**config.mk**
```make
export PLATFORM = sky130hd
export DESIGN_NAME = lcd_write_sequencer_flat
export DESIGN_NICKNAME = d
export VERILOG_FILES = /design/src/rtl/lcd_write_sequencer_if.sv /design/src/rtl/lcd_write_sequencer.sv /design/src/flat_wrapper.sv
export SDC_FILE = /design/constraint.sdc
export NUM_CORES = 1
export LEC_CHECK = 0
export CORE_MARGIN = 5
export CORE_UTILIZATION = 30
export CTS_CLUSTER_SIZE = 40
export DETAILED_ROUTE_END_ITERATION = 10
export SLEW_MARGIN = 20
export SYNTH_ARGS = -nofsm -noshare
export SYNTH_HDL_FRONTEND = slang
export SYNTH_SLANG_ARGS = --single-unit
```
**constraint.sdc**
```tcl
create_clock -name clk_clk -period 8 [get_ports clk_clk]
set_input_delay 0.8 -clock clk_clk [delete_from_list [all_inputs] [get_ports clk_clk]]
set_output_delay 0.8 -clock clk_clk [all_outputs]
set_load 0.005 [all_outputs]
```
**src/rtl/lcd_write_sequencer_if.sv**
```systemverilog
// Handshake and LCD pin bundle for lcd_write_sequencer.
//   in_valid/in_ready/in_rs/in_data : upstream byte request (valid/ready)
//   busy                            : sequencer not idle
//   lcd_db/lcd_rs/lcd_rw/lcd_en     : HD44780-style LCD write pins
// master = upstream producer / observer, slave = the sequencer.
interface lcd_write_sequencer_if;
  logic       in_valid;
  logic       in_ready;
  logic       in_rs;
  logic [7:0] in_data;
  logic       busy;
  logic [7:0] lcd_db;
  logic       lcd_rs;
  logic       lcd_rw;
  logic       lcd_en;

  modport master (
    output in_valid, in_rs, in_data,
    input  in_ready, busy, lcd_db, lcd_rs, lcd_rw, lcd_en
  );

  modport slave (
    input  in_valid, in_rs, in_data,
    output in_ready, busy, lcd_db, lcd_rs, lcd_rw, lcd_en
  );
endinterface

```
**src/rtl/lcd_write_sequencer.sv**
```systemverilog
// Sequences one byte write to a character LCD: setup, EN pulse, hold, then
// an execution wait (long for clear/home commands) before accepting the
// next byte.
//   clk_clk     : system clock, rising edge
//   reset_reset : synchronous active-high reset
//   bus         : lcd_write_sequencer_if.slave (handshake + LCD pins)
module lcd_write_sequencer #(
  parameter int SETUP_CYC     = 2,
  parameter int EN_CYC        = 25,
  parameter int HOLD_CYC      = 2,
  parameter int WAIT_CYC      = 2500,
  parameter int LONG_WAIT_CYC = 82000
) (
  input logic                  clk_clk,
  input logic                  reset_reset,
  lcd_write_sequencer_if.slave bus
);

  // Counter sized for the longest phase.
  localparam int MAX_A = (SETUP_CYC > EN_CYC) ? SETUP_CYC : EN_CYC;
  localparam int MAX_B = (HOLD_CYC > WAIT_CYC) ? HOLD_CYC : WAIT_CYC;
  localparam int MAX_C = (MAX_A > MAX_B) ? MAX_A : MAX_B;
  localparam int MAX_D = (MAX_C > LONG_WAIT_CYC) ? MAX_C : LONG_WAIT_CYC;
  localparam int CW    = $clog2(MAX_D + 1);

  // Each phase loads N-1 and leaves when the counter reaches zero.
  localparam logic [CW-1:0] SETUP_LD = CW'(SETUP_CYC - 1);
  localparam logic [CW-1:0] EN_LD    = CW'(EN_CYC - 1);
  localparam logic [CW-1:0] HOLD_LD  = CW'(HOLD_CYC - 1);
  localparam logic [CW-1:0] WAIT_LD  = CW'(WAIT_CYC - 1);
  localparam logic [CW-1:0] LONG_LD  = CW'(LONG_WAIT_CYC - 1);

  typedef enum logic [2:0] {IDLE, SETUP, ENABLE, HOLD, WAIT} state_t;

  state_t        state;
  logic [CW-1:0] cnt;
  logic          rs_q;
  logic [7:0]    db_q;
  logic          en_q;
  logic          long_cmd;

  // Clear display (0x01) and return home (0x02/0x03) need the long delay.
  assign long_cmd = !rs_q && (db_q == 8'h01 || db_q == 8'h02 || db_q == 8'h03);

  assign bus.in_ready = (state == IDLE) && !reset_reset;
  assign bus.busy     = (state != IDLE);
  assign bus.lcd_db   = db_q;
  assign bus.lcd_rs   = rs_q;
  assign bus.lcd_en   = en_q;
  assign bus.lcd_rw   = 1'b0;

  always_ff @(posedge clk_clk) begin
    if (reset_reset) begin
      state <= IDLE;
      cnt   <= '0;
      rs_q  <= 1'b0;
      db_q  <= 8'h00;
      en_q  <= 1'b0;
    end else begin
      case (state)
        IDLE: begin
          if (bus.in_valid) begin
            rs_q  <= bus.in_rs;
            db_q  <= bus.in_data;
            cnt   <= SETUP_LD;
            state <= SETUP;
          end
        end
        SETUP: begin
          if (cnt == '0) begin
            cnt   <= EN_LD;
            en_q  <= 1'b1;
            state <= ENABLE;
          end else begin
            cnt <= cnt - CW'(1);
          end
        end
        ENABLE: begin
          if (cnt == '0) begin
            cnt   <= HOLD_LD;
            en_q  <= 1'b0;
            state <= HOLD;
          end else begin
            cnt <= cnt - CW'(1);
          end
        end
        HOLD: begin
          if (cnt == '0) begin
            cnt   <= long_cmd ? LONG_LD : WAIT_LD;
            state <= WAIT;
          end else begin
            cnt <= cnt - CW'(1);
          end
        end
        WAIT: begin
          if (cnt == '0) begin
            state <= IDLE;
          end else begin
            cnt <= cnt - CW'(1);
          end
        end
        default: begin
          state <= IDLE;
          cnt   <= '0;
          en_q  <= 1'b0;
        end
      endcase
    end
  end

endmodule

```
**src/flat_wrapper.sv**
```systemverilog
// flat-port wrapper written by rule: the top's interface ports become plain ports
module lcd_write_sequencer_flat 
#(
  parameter int SETUP_CYC     = 2,
  parameter int EN_CYC        = 25,
  parameter int HOLD_CYC      = 2,
  parameter int WAIT_CYC      = 2500,
  parameter int LONG_WAIT_CYC = 82000
)
  (clk_clk, reset_reset, bus_in_valid, bus_in_rs, bus_in_data, bus_in_ready, bus_busy, bus_lcd_db, bus_lcd_rs, bus_lcd_rw, bus_lcd_en);
  lcd_write_sequencer_if bus_i ();
  input logic clk_clk;
  input logic reset_reset;
  input wire logic [$bits(bus_i.in_valid)-1:0] bus_in_valid;
  input wire logic [$bits(bus_i.in_rs)-1:0] bus_in_rs;
  input wire logic [$bits(bus_i.in_data)-1:0] bus_in_data;
  output wire logic [$bits(bus_i.in_ready)-1:0] bus_in_ready;
  output wire logic [$bits(bus_i.busy)-1:0] bus_busy;
  output wire logic [$bits(bus_i.lcd_db)-1:0] bus_lcd_db;
  output wire logic [$bits(bus_i.lcd_rs)-1:0] bus_lcd_rs;
  output wire logic [$bits(bus_i.lcd_rw)-1:0] bus_lcd_rw;
  output wire logic [$bits(bus_i.lcd_en)-1:0] bus_lcd_en;
  assign bus_i.in_valid = bus_in_valid;
  assign bus_i.in_rs = bus_in_rs;
  assign bus_i.in_data = bus_in_data;
  assign bus_in_ready = bus_i.in_ready;
  assign bus_busy = bus_i.busy;
  assign bus_lcd_db = bus_i.lcd_db;
  assign bus_lcd_rs = bus_i.lcd_rs;
  assign bus_lcd_rw = bus_i.lcd_rw;
  assign bus_lcd_en = bus_i.lcd_en;
  lcd_write_sequencer #(.SETUP_CYC(SETUP_CYC), .EN_CYC(EN_CYC), .HOLD_CYC(HOLD_CYC), .WAIT_CYC(WAIT_CYC), .LONG_WAIT_CYC(LONG_WAIT_CYC)) u_core (.clk_clk(clk_clk), .reset_reset(reset_reset), .bus(bus_i));
endmodule
```
==> impl_metrics.py, run 1 <==
metrics = {
    "sta": {
        "worst_clock_skew_ns": 0.00936,
        "fmax_mhz": 335,
        "slew_headroom_pct": 35.0,
        "finalHoldViolCount": 0,
        "fin_setup_tns_ns": 0,
        "finalCritPeriodShare_pct": 37.3,
        "finalMaxSlewViolations": 0,
        "setup-violations-final": 0,
        "fin_crit_ns": 2.99,
        "worst_pin_slew_ns": 0.971,
        "grt_setup_unrepaired": "false",
    },
    "clock_tree": {
        "cts.path.max_buffers": 2,
        "clkTransAtPathRegs_ns": 0.06,
        "holdBufCountCts": 0,
        "htreeDepth": 2,
        "cts_tree": "built",
        "cts.sinks": 30,
        "post_cts_resize_count": 0,
        "clock_latency_ns": 0.29,
        "post_cts_buffers": 0,
        "numCtsBuffers": 5,
        "clockRootBuffer": "clkbuf_8",
    },
    "worst_setup_path": {
        "worstReg2RegStart": "u_core.cnt[0]",
        "crit_chain": "clkdlybuf4s50_1 > buf_4 > nor4_1 > clkdlybuf4s50_1",
        "reg2reg_slack_ns": 5.03,
        "cp_max_fo": 32,
        "worst_setup_path_start_kind": "input pin",
        "critPathCaptureType": "primary output",
        "crit_top_cell": "clkdlybuf4s50_1",
        "critPathSlowestCell": "clkdlybuf4s50_1",
        "cp.required_ns": 7.20,
        "critPathMaxStageDelay_ns": 0.55,
        "r2r_cells": 7,
        "arrival_ns": 2.19,
        "rr_endpoint": "u_core.cnt[9]",
        "critPathKind": "in2out",
    },
    "synth": {
        "ys_warn_count": 0,
        "synth_seq_cells": 30,
        "synth_nets": 249,
        "async_flop_share_pct": 0,
        "synth_cell_types": 51,
        "synthFlopType": "dfxtp_1",
        "avgSynthCellArea_um2": 7.69,
        "ys_seq_area_share_pct": 33.1,
        "synth_edf_count": 0,
        "synthCells": 236,
        "synth_area_mm2": 0.00182,
    },
    "drt": {
        "routed_wl_um": 4830,
        "via_count": 1843,
        "antenna_left": 0,
        "routedWlPerCell_um": 14.8,
        "drc": 0,
        "firstDrtPassIters": 5,
        "drt_iter0_drc": 121,
        "vias_per_cell": 5.65,
    },
    "worst_hold_path": {
        "hold_start": "u_core.bus.lcd_en",
        "hold_end": "u_core.bus.lcd_en",
        "hold_path_depth": 2,
        "hold_class": "reg2reg",
    },
    "die": {
        "start_util_pct": 30.8,
        "die_area_mm2": 0.00771,
        "io_pins": 25,
        "core_area_mm2": 0.00589,
        "die_x_um": 87.8,
        "die_h_um": 87.8,
        "rows": 28,
    },
    "outcome": {
        "outcome": "complete, no violations",
    },
    "grt": {
        "grt_max_degree": 33,
        "grt_pass1_wl_um": 8080,
        "track_usage_pct": 13.2,
        "grt_antenna_before_repair": 0,
        "grt-ovfl-total": 0,
        "grt_pass1_vias": 1682,
    },
    "placement": {
        "dp_hpwl_um": 3420,
        "portBuffers": 23,
        "gp_congestion": 0.834,
    },
    "run": {
        "cap_violations": 0,
    },
    "cells_and_area": {
        "nFillCells": 638,
        "final_net_count": 264,
        "n_antenna_cell": 0,
        "drive_gt1_share_pct": 7.17,
        "syn_to_final_growth_pct": 20.0,
    },
}
-- how the worst max path moves through the flow --
stage,to,cells after the start,startpoint
finish,bus_in_ready,4,reset_reset
CTS,bus_in_ready,4,reset_reset
detailed placement,bus_in_ready,4,reset_reset
global route,u_core.cnt[9],7,u_core.cnt[0]
floorplan,u_core.cnt[6],8,u_core.cnt[0]
global placement,bus_in_ready,4,reset_reset
-- worst max-delay path, delay by kind of cell --
kind	cells	cell delay [ns]
buffers and inverters	3	1.17
and+or+nand+nor	1	0.19
-- cell families (layout without fill, tap and decap cells) --
logic type / count (synthesis) / count (layout) / synth area share (%)
adders and majority gates: 2 / 2 / 1.31
other: 1 / 1 / 0.207
buffers and inverters: 22 / 37 / 5.72
AOI/OAI and AO/OA: 69 / 69 / 25.3
DFF: 30 / 30 / 33.1
and+or+nand+nor: 106 / 106 / 31.5
xor gates and xnor gates: 6 / 6 / 2.89
-- through the flow --
step	setup slack [ns]	cell area (um^2)	hold WS, ns	util (%)	instances
final	5.01	2180	0.473	37.0	326
after global routing	4.79	2180	0.492	37.0	326
after CTS	5.01	2180	0.477	37.0	326
after detailed placement	5.03	2070	0.461	35.1	319
after global placement	5.01	2070	0.458	35.1	319
after floorplan	5.50	1820	0.444	-	236
-- cell usage after synthesis (all sizes together), types with 3 or more instances --
master	instances	area [um^2]
a211oi	5	37.5
a21oi	20	104
a31oi	6	37.5
buf	6	43.8
clkbuf	10	37.5
dfxtp	30	601
inv	5	18.8
nand2	33	124
nand3	5	25.0
nand4	3	18.8
nor2	18	67.6
nor2b	3	18.8
nor3	11	55.1
nor4	9	77.6
o2111ai	3	26.3
o211ai	5	37.5
o21ai	12	71.3
o31ai	4	30.0
or3	5	31.3
or4	8	63.8
xor2	4	35.0
-- layer usage --
| layer | GRT usage, % | share of wire (%) | wire, um |
|---|---|---|---|
| met1 | 18.2 | 49 | 2360 |
| met2 | 19.5 | 45 | 2180 |
| met3 | 3.29 | 4.0 | 194 |
| met4 | 5.44 | 2.1 | 102 |
| met5 | 0 | 0 | 0 |
-- layout make-up --
cell class,count,area (um^2),share of cell area [%]
multi-input cells,184,1110,51.0
well taps,75,93.8,4.31
flip-flops and latches,30,601,27.6
inverters,6,22.5,1.03
clock buffers,6,82.6,3.79
clock inverters,1,30.0,1.38
repair buffers,24,238,10.9
-- placed cells by master, fill, tap and decap left out, types with 6 or more instances in the layout --
| cell | Yosys | layout |
|---|---|---|
| or4_1 | 7 | 7 |
| a31oi_1 | 6 | 6 |
| nor3_1 | 11 | 11 |
| a21oi_1 | 19 | 19 |
| dfxtp_1 | 30 | 30 |
| clkbuf_8 | 0 | 6 |
| o21ai_0 | 11 | 11 |
| nand2_1 | 33 | 33 |
| clkdlybuf4s50_1 | 0 | 23 |
| nor2_1 | 18 | 18 |
| nor4_1 | 7 | 7 |
-- sequential cells by signal, indices dropped and copies added (netlist names) --
| register | count |
|---|---|
| u_core.bus.lcd_db | 8 |
| u_core.bus.lcd_rs | 1 |
| u_core.state | 3 |
| u_core.cnt | 17 |
| u_core.bus.lcd_en | 1 |
Power of run 1 is not shown: default switching activity piles up to over one toggle a cycle in this logic, so the estimate is an artifact.
==> run 2: changes to the inputs <==
==> constraint.sdc (replaced) <==
create_clock -name clk_clk -period 2.6 [get_ports clk_clk]
set_input_delay 0.26 -clock clk_clk [delete_from_list [all_inputs] [get_ports clk_clk]]
set_output_delay 0.26 -clock clk_clk [all_outputs]
set_load 0.005 [all_outputs]
==> run 2 against run 1 <==
Critical path depth rose by 3. Worst hold slack is essentially flat. Clock-buffer cell count up 1. Critical endpoint is now u_core.cnt[5]. Largest cell class unchanged.
==> impl_metrics.py, run 2 (synthesis gave the netlist of run 1 again) <==
metrics = {
    "sta": {
        "finalHoldViolCount": 0,
        "grt_setup_unrepaired": "false",
        "finalCritPeriodShare_pct": 95.5,
        "fin_crit_ns": 2.48,
        "worst_clock_skew_ns": 0.00907,
        "slew_headroom_pct": 62.4,
        "worst_pin_slew_ns": 0.560,
        "fmax_mhz": 403,
        "fin_setup_tns_ns": 0,
        "finalMaxSlewViolations": 0,
        "setup-violations-final": 0,
    },
    "placement": {
        "gp_congestion": 0.844,
        "portBuffers": 23,
        "dp_hpwl_um": 4080,
    },
    "clock_tree": {
        "clockRootBuffer": "clkbuf_8",
        "cts_tree": "built",
        "holdBufCountCts": 0,
        "clock_latency_ns": 0.29,
        "cts.path.max_buffers": 2,
        "clkTransAtPathRegs_ns": 0.07,
        "cts.sinks": 30,
        "htreeDepth": 2,
        "post_cts_resize_count": 0,
        "numCtsBuffers": 5,
        "post_cts_buffers": 0,
    },
    "grt": {
        "track_usage_pct": 15.2,
        "grt_max_degree": 32,
        "grt_antenna_before_repair": 0,
        "grt_pass1_wl_um": 9100,
        "grt-ovfl-total": 0,
        "grt_pass1_vias": 1807,
    },
    "drt": {
        "firstDrtPassIters": 4,
        "antenna_left": 0,
        "routedWlPerCell_um": 16.1,
        "vias_per_cell": 5.59,
        "drt_iter0_drc": 152,
        "drc": 0,
        "routed_wl_um": 5540,
        "via_count": 1927,
    },
    "worst_setup_path": {
        "critPathSlowestCell": "or4_1",
        "crit_chain": "or4_1 > buf_4 > nor4_4 > buf_4 > nor3_1 > o21bai_1 > nor2_1",
        "crit_top_cell": "buf_4",
        "critPathKind": "reg2reg",
        "critPathCaptureType": "flip-flop",
        "crit_family": "simple AND/OR/NAND/NOR gates",
        "cp_max_fo": 14,
        "arrival_ns": 2.66,
        "critPathMaxStageDelay_ns": 0.67,
        "cp.required_ns": 2.77,
        "worst_setup_path_start_kind": "flip-flop",
        "path_buf_inv": 2,
    },
    "die": {
        "core_area_mm2": 0.00589,
        "io_pins": 25,
        "die_area_mm2": 0.00771,
        "start_util_pct": 30.8,
        "die_h_um": 87.8,
        "rows": 28,
        "die_x_um": 87.8,
    },
    "cells_and_area": {
        "drive_gt1_share_pct": 13.3,
        "layout_commonest_cell": "nand2_1",
        "largest-register": "u_core.cnt",
        "layout_common_cells": "nand2_1, dfxtp_1, clkdlybuf4s50_1, a21oi_1",
        "final_net_count": 282,
        "syn_to_final_growth_pct": 26.7,
        "n_antenna_cell": 0,
        "largest_reg_flops": 17,
    },
    "run": {
        "cap_violations": 0,
    },
    "outcome": {
        "outcome": "complete, no violations",
    },
    "worst_hold_path": {
        "hold_class": "reg2reg",
    },
}
-- run 2: cell count changes in the layout (fill, tap and decap cells not counted) --
cell       change
buf_4         +17
bufinv_16      -1
clkbuf_1       +1
clkinv_2       +1
or4_4          +1
or4b_2         -1
or4b_4         +1
-- run 2: area by class of cell --
| type | instances | area (um^2) |
|---|---|---|
| timing repair buffer | 41 | 365 |
| inverter | 6 | 22.5 |
| fill | 637 | 3590 |
| clock buffer | 7 | 86.3 |
| tap | 75 | 93.8 |
| multi-input combinational | 185 | 1130 |
| sequential | 30 | 601 |
| clock inverter | 1 | 5.00 |
-- run 2: final timing paths --
check / to / startpoint / cells past startpoint / slack, ns
max: u_core.cnt[5] / u_core.cnt[5] / 7 / 0.12
min: u_core.bus.lcd_en / u_core.bus.lcd_en / 2 / 0.47
max reg2reg: u_core.cnt[5] / u_core.cnt[5] / 7 / 0.12
min reg2reg: u_core.bus.lcd_en / u_core.bus.lcd_en / 2 / 0.47
-- run 2: routing by layer --
layer	GRT usage [%]	part of all wire, %	wire length, um	vias to the layer above
met1	20.6	45	2500	901
met3	3.48	6.3	350	15
li1	-	-	-	948
met2	22.7	46	2540	63
met4	6.97	2.7	149	0
met5	0	0	0	-
-- run 2: tightest hold or removal path: stages, from the launching register on --
cell and delay (ns):
dfxtp_1 0.32, nand2_1 0.06, a21oi_1 0.05
-- run 2: metrics by stage --
stage / area (um^2) / setup WS, ns / cells / util [%] / hold slack (ns)
after CTS: 2280 / 0.0781 / 344 / 38.8 / 0.474
final: 2300 / 0.116 / 345 / 39.1 / 0.474
after global placement: 2190 / 0.134 / 336 / 37.3 / 0.459
after floorplan: 1820 / 0.103 / 236 / - / 0.396
after detailed placement: 2190 / 0.0789 / 336 / 37.3 / 0.466
after global routing: 2300 / 0.0120 / 345 / 39.1 / 0.498
Power of run 2 is left out for the same reason.
==> run 3: changes to the inputs <==
--- a/config.mk
+++ b/config.mk
@@ -5,10 +5,12 @@
 export SDC_FILE = /design/constraint.sdc
 export NUM_CORES = 1
 export LEC_CHECK = 0
+export CAP_MARGIN = 5
 export CORE_MARGIN = 5
-export CORE_UTILIZATION = 30
+export CORE_UTILIZATION = 45
 export CTS_CLUSTER_SIZE = 40
 export DETAILED_ROUTE_END_ITERATION = 10
+export PLACE_DENSITY = 0.7
 export SLEW_MARGIN = 20
 export SYNTH_ARGS = -nofsm -noshare
 export SYNTH_HDL_FRONTEND = slang
==> run 3 against run 2 <==
Global-route usage increased by 4.5 points. Sequential share of layout area is 0.55 points higher. First-iteration DRC count up 9.9%.
==> impl_metrics.py, run 3 (synthesis gave the netlist of run 1 again) <==
metrics = {
    "outcome": {
        "outcome": "complete, no violations",
    },
    "die": {
        "start_util_pct": 46.0,
        "core_area_mm2": 0.00394,
        "rows": 23,
        "die_x_um": 73.5,
        "die_area_mm2": 0.00540,
        "die_h_um": 73.5,
        "io_pins": 25,
    },
    "worst_setup_path": {
        "arrival_ns": 2.62,
        "cp_max_fo": 10,
        "r2r_cells": 7,
        "cp.required_ns": 2.75,
        "critPathKind": "reg2reg",
        "critPathCaptureType": "flip-flop",
        "worst_setup_path_start_kind": "flip-flop",
    },
    "clock_tree": {
        "cts.sinks": 30,
        "clkTransAtPathRegs_ns": 0.07,
        "holdBufCountCts": 0,
        "cts.path.max_buffers": 2,
        "post_cts_resize_count": 0,
        "htreeDepth": 2,
        "post_cts_buffers": 0,
        "numCtsBuffers": 5,
        "cts_tree": "built",
        "clock_latency_ns": 0.28,
        "clockRootBuffer": "clkbuf_8",
    },
    "grt": {
        "track_usage_pct": 19.7,
        "use_met3_pct": 4.38,
        "grt_use_met1_pct": 28.1,
        "grt-ovfl-total": 0,
        "grt_use_met2_pct": 28.1,
        "grt_pass1_vias": 1663,
        "top_usage_layer": "met2",
        "grt_max_degree": 32,
        "grt_pass1_wl_um": 8210,
        "grt_antenna_before_repair": 0,
    },
    "drt": {
        "vias_per_cell": 5.93,
        "routed_wl_um": 4980,
        "drt_iter0_drc": 167,
        "firstDrtPassIters": 4,
        "antenna_left": 0,
        "routedWlPerCell_um": 15.8,
        "drc": 0,
        "via_count": 1867,
    },
    "sta": {
        "worst_pin_slew_ns": 0.704,
        "slew_headroom_pct": 52.7,
        "setup-violations-final": 0,
        "fin_setup_tns_ns": 0,
        "grt_setup_unrepaired": "false",
        "fin_crit_ns": 2.47,
        "fmax_mhz": 405,
        "worst_clock_skew_ns": 0.00732,
        "finalHoldViolCount": 0,
        "finalMaxSlewViolations": 0,
        "finalCritPeriodShare_pct": 95.0,
    },
    "cells_and_area": {
        "final_net_count": 278,
        "largest_reg_flops": 17,
        "layout_common_cells": "nand2_1, dfxtp_1, clkdlybuf4s50_1, a21oi_1, nor2_1",
        "syn_to_final_growth_pct": 24.1,
        "n_antenna_cell": 0,
        "drive_gt1_share_pct": 12.1,
        "largest-register": "u_core.cnt",
        "layout_commonest_cell": "nand2_1",
    },
    "placement": {
        "portBuffers": 23,
        "dp_hpwl_um": 3600,
        "gp_congestion": 0.876,
    },
    "worst_hold_path": {
        "hold_class": "reg2reg",
        "hold_path_depth": 2,
    },
    "run": {
        "cap_violations": 0,
    },
}
## run 3: changes by cell type in the layout (fill, tap and decap cells not counted), sizes merged
cell    previous run  this run
buf               18        15
or4                9         8
clkbuf             7         6
bufinv             0         1
clkinv             2         1
## run 3: path summary, 6_finish.rpt
kind / slack (ns) / to / startpoint
setup / recovery: 0.13 / u_core.cnt[6] / u_core.cnt[0]
hold / removal: 0.47 / u_core.bus.lcd_db[0] / u_core.bus.lcd_db[0]
setup reg to reg: 0.13 / u_core.cnt[6] / u_core.cnt[0]
hold reg to reg: 0.47 / u_core.bus.lcd_db[0] / u_core.bus.lcd_db[0]
## run 3: worst max-delay path: stages (launching register included)
cell and delay [ns]:
dfxtp_1 0.32, inv_1 0.09, ha_1 0.17, or4b_2 0.67
or4_4 0.54, maj3_2 0.34, a21oi_2 0.13, o41ai_1 0.07
## run 3: cell type report
type | instances | area, um^2
inverter | 6 | 22.5
clock buffer | 6 | 82.6
tap | 50 | 62.6
sequential | 30 | 601
timing repair buffer | 38 | 343
multi-input combinational | 184 | 1110
clock inverter | 1 | 30.0
fill | 376 | 1690
## run 3: routing by layer
metal	wire [um]	part of all wire [%]
met5	0	0
met4	108	2.2
met3	399	8.0
met2	2220	45
met1	2250	45
## run 3: metrics by stage
| stage | setup slack (ns) | cells | hold slack, ns | cell area [um^2] | utilization [%] |
|---|---|---|---|---|---|
| floorplan | 0.103 | 236 | 0.396 | 1820 | - |
| global route | 0.0510 | 315 | 0.490 | 2250 | 57.1 |
| CTS | 0.0698 | 315 | 0.471 | 2250 | 57.1 |
| detailed placement | 0.0814 | 308 | 0.461 | 2140 | 54.3 |
| finish | 0.131 | 315 | 0.471 | 2250 | 57.1 |
| global placement | 0.144 | 308 | 0.459 | 2140 | 54.3 |
Power of run 3 is left out for the same reason.
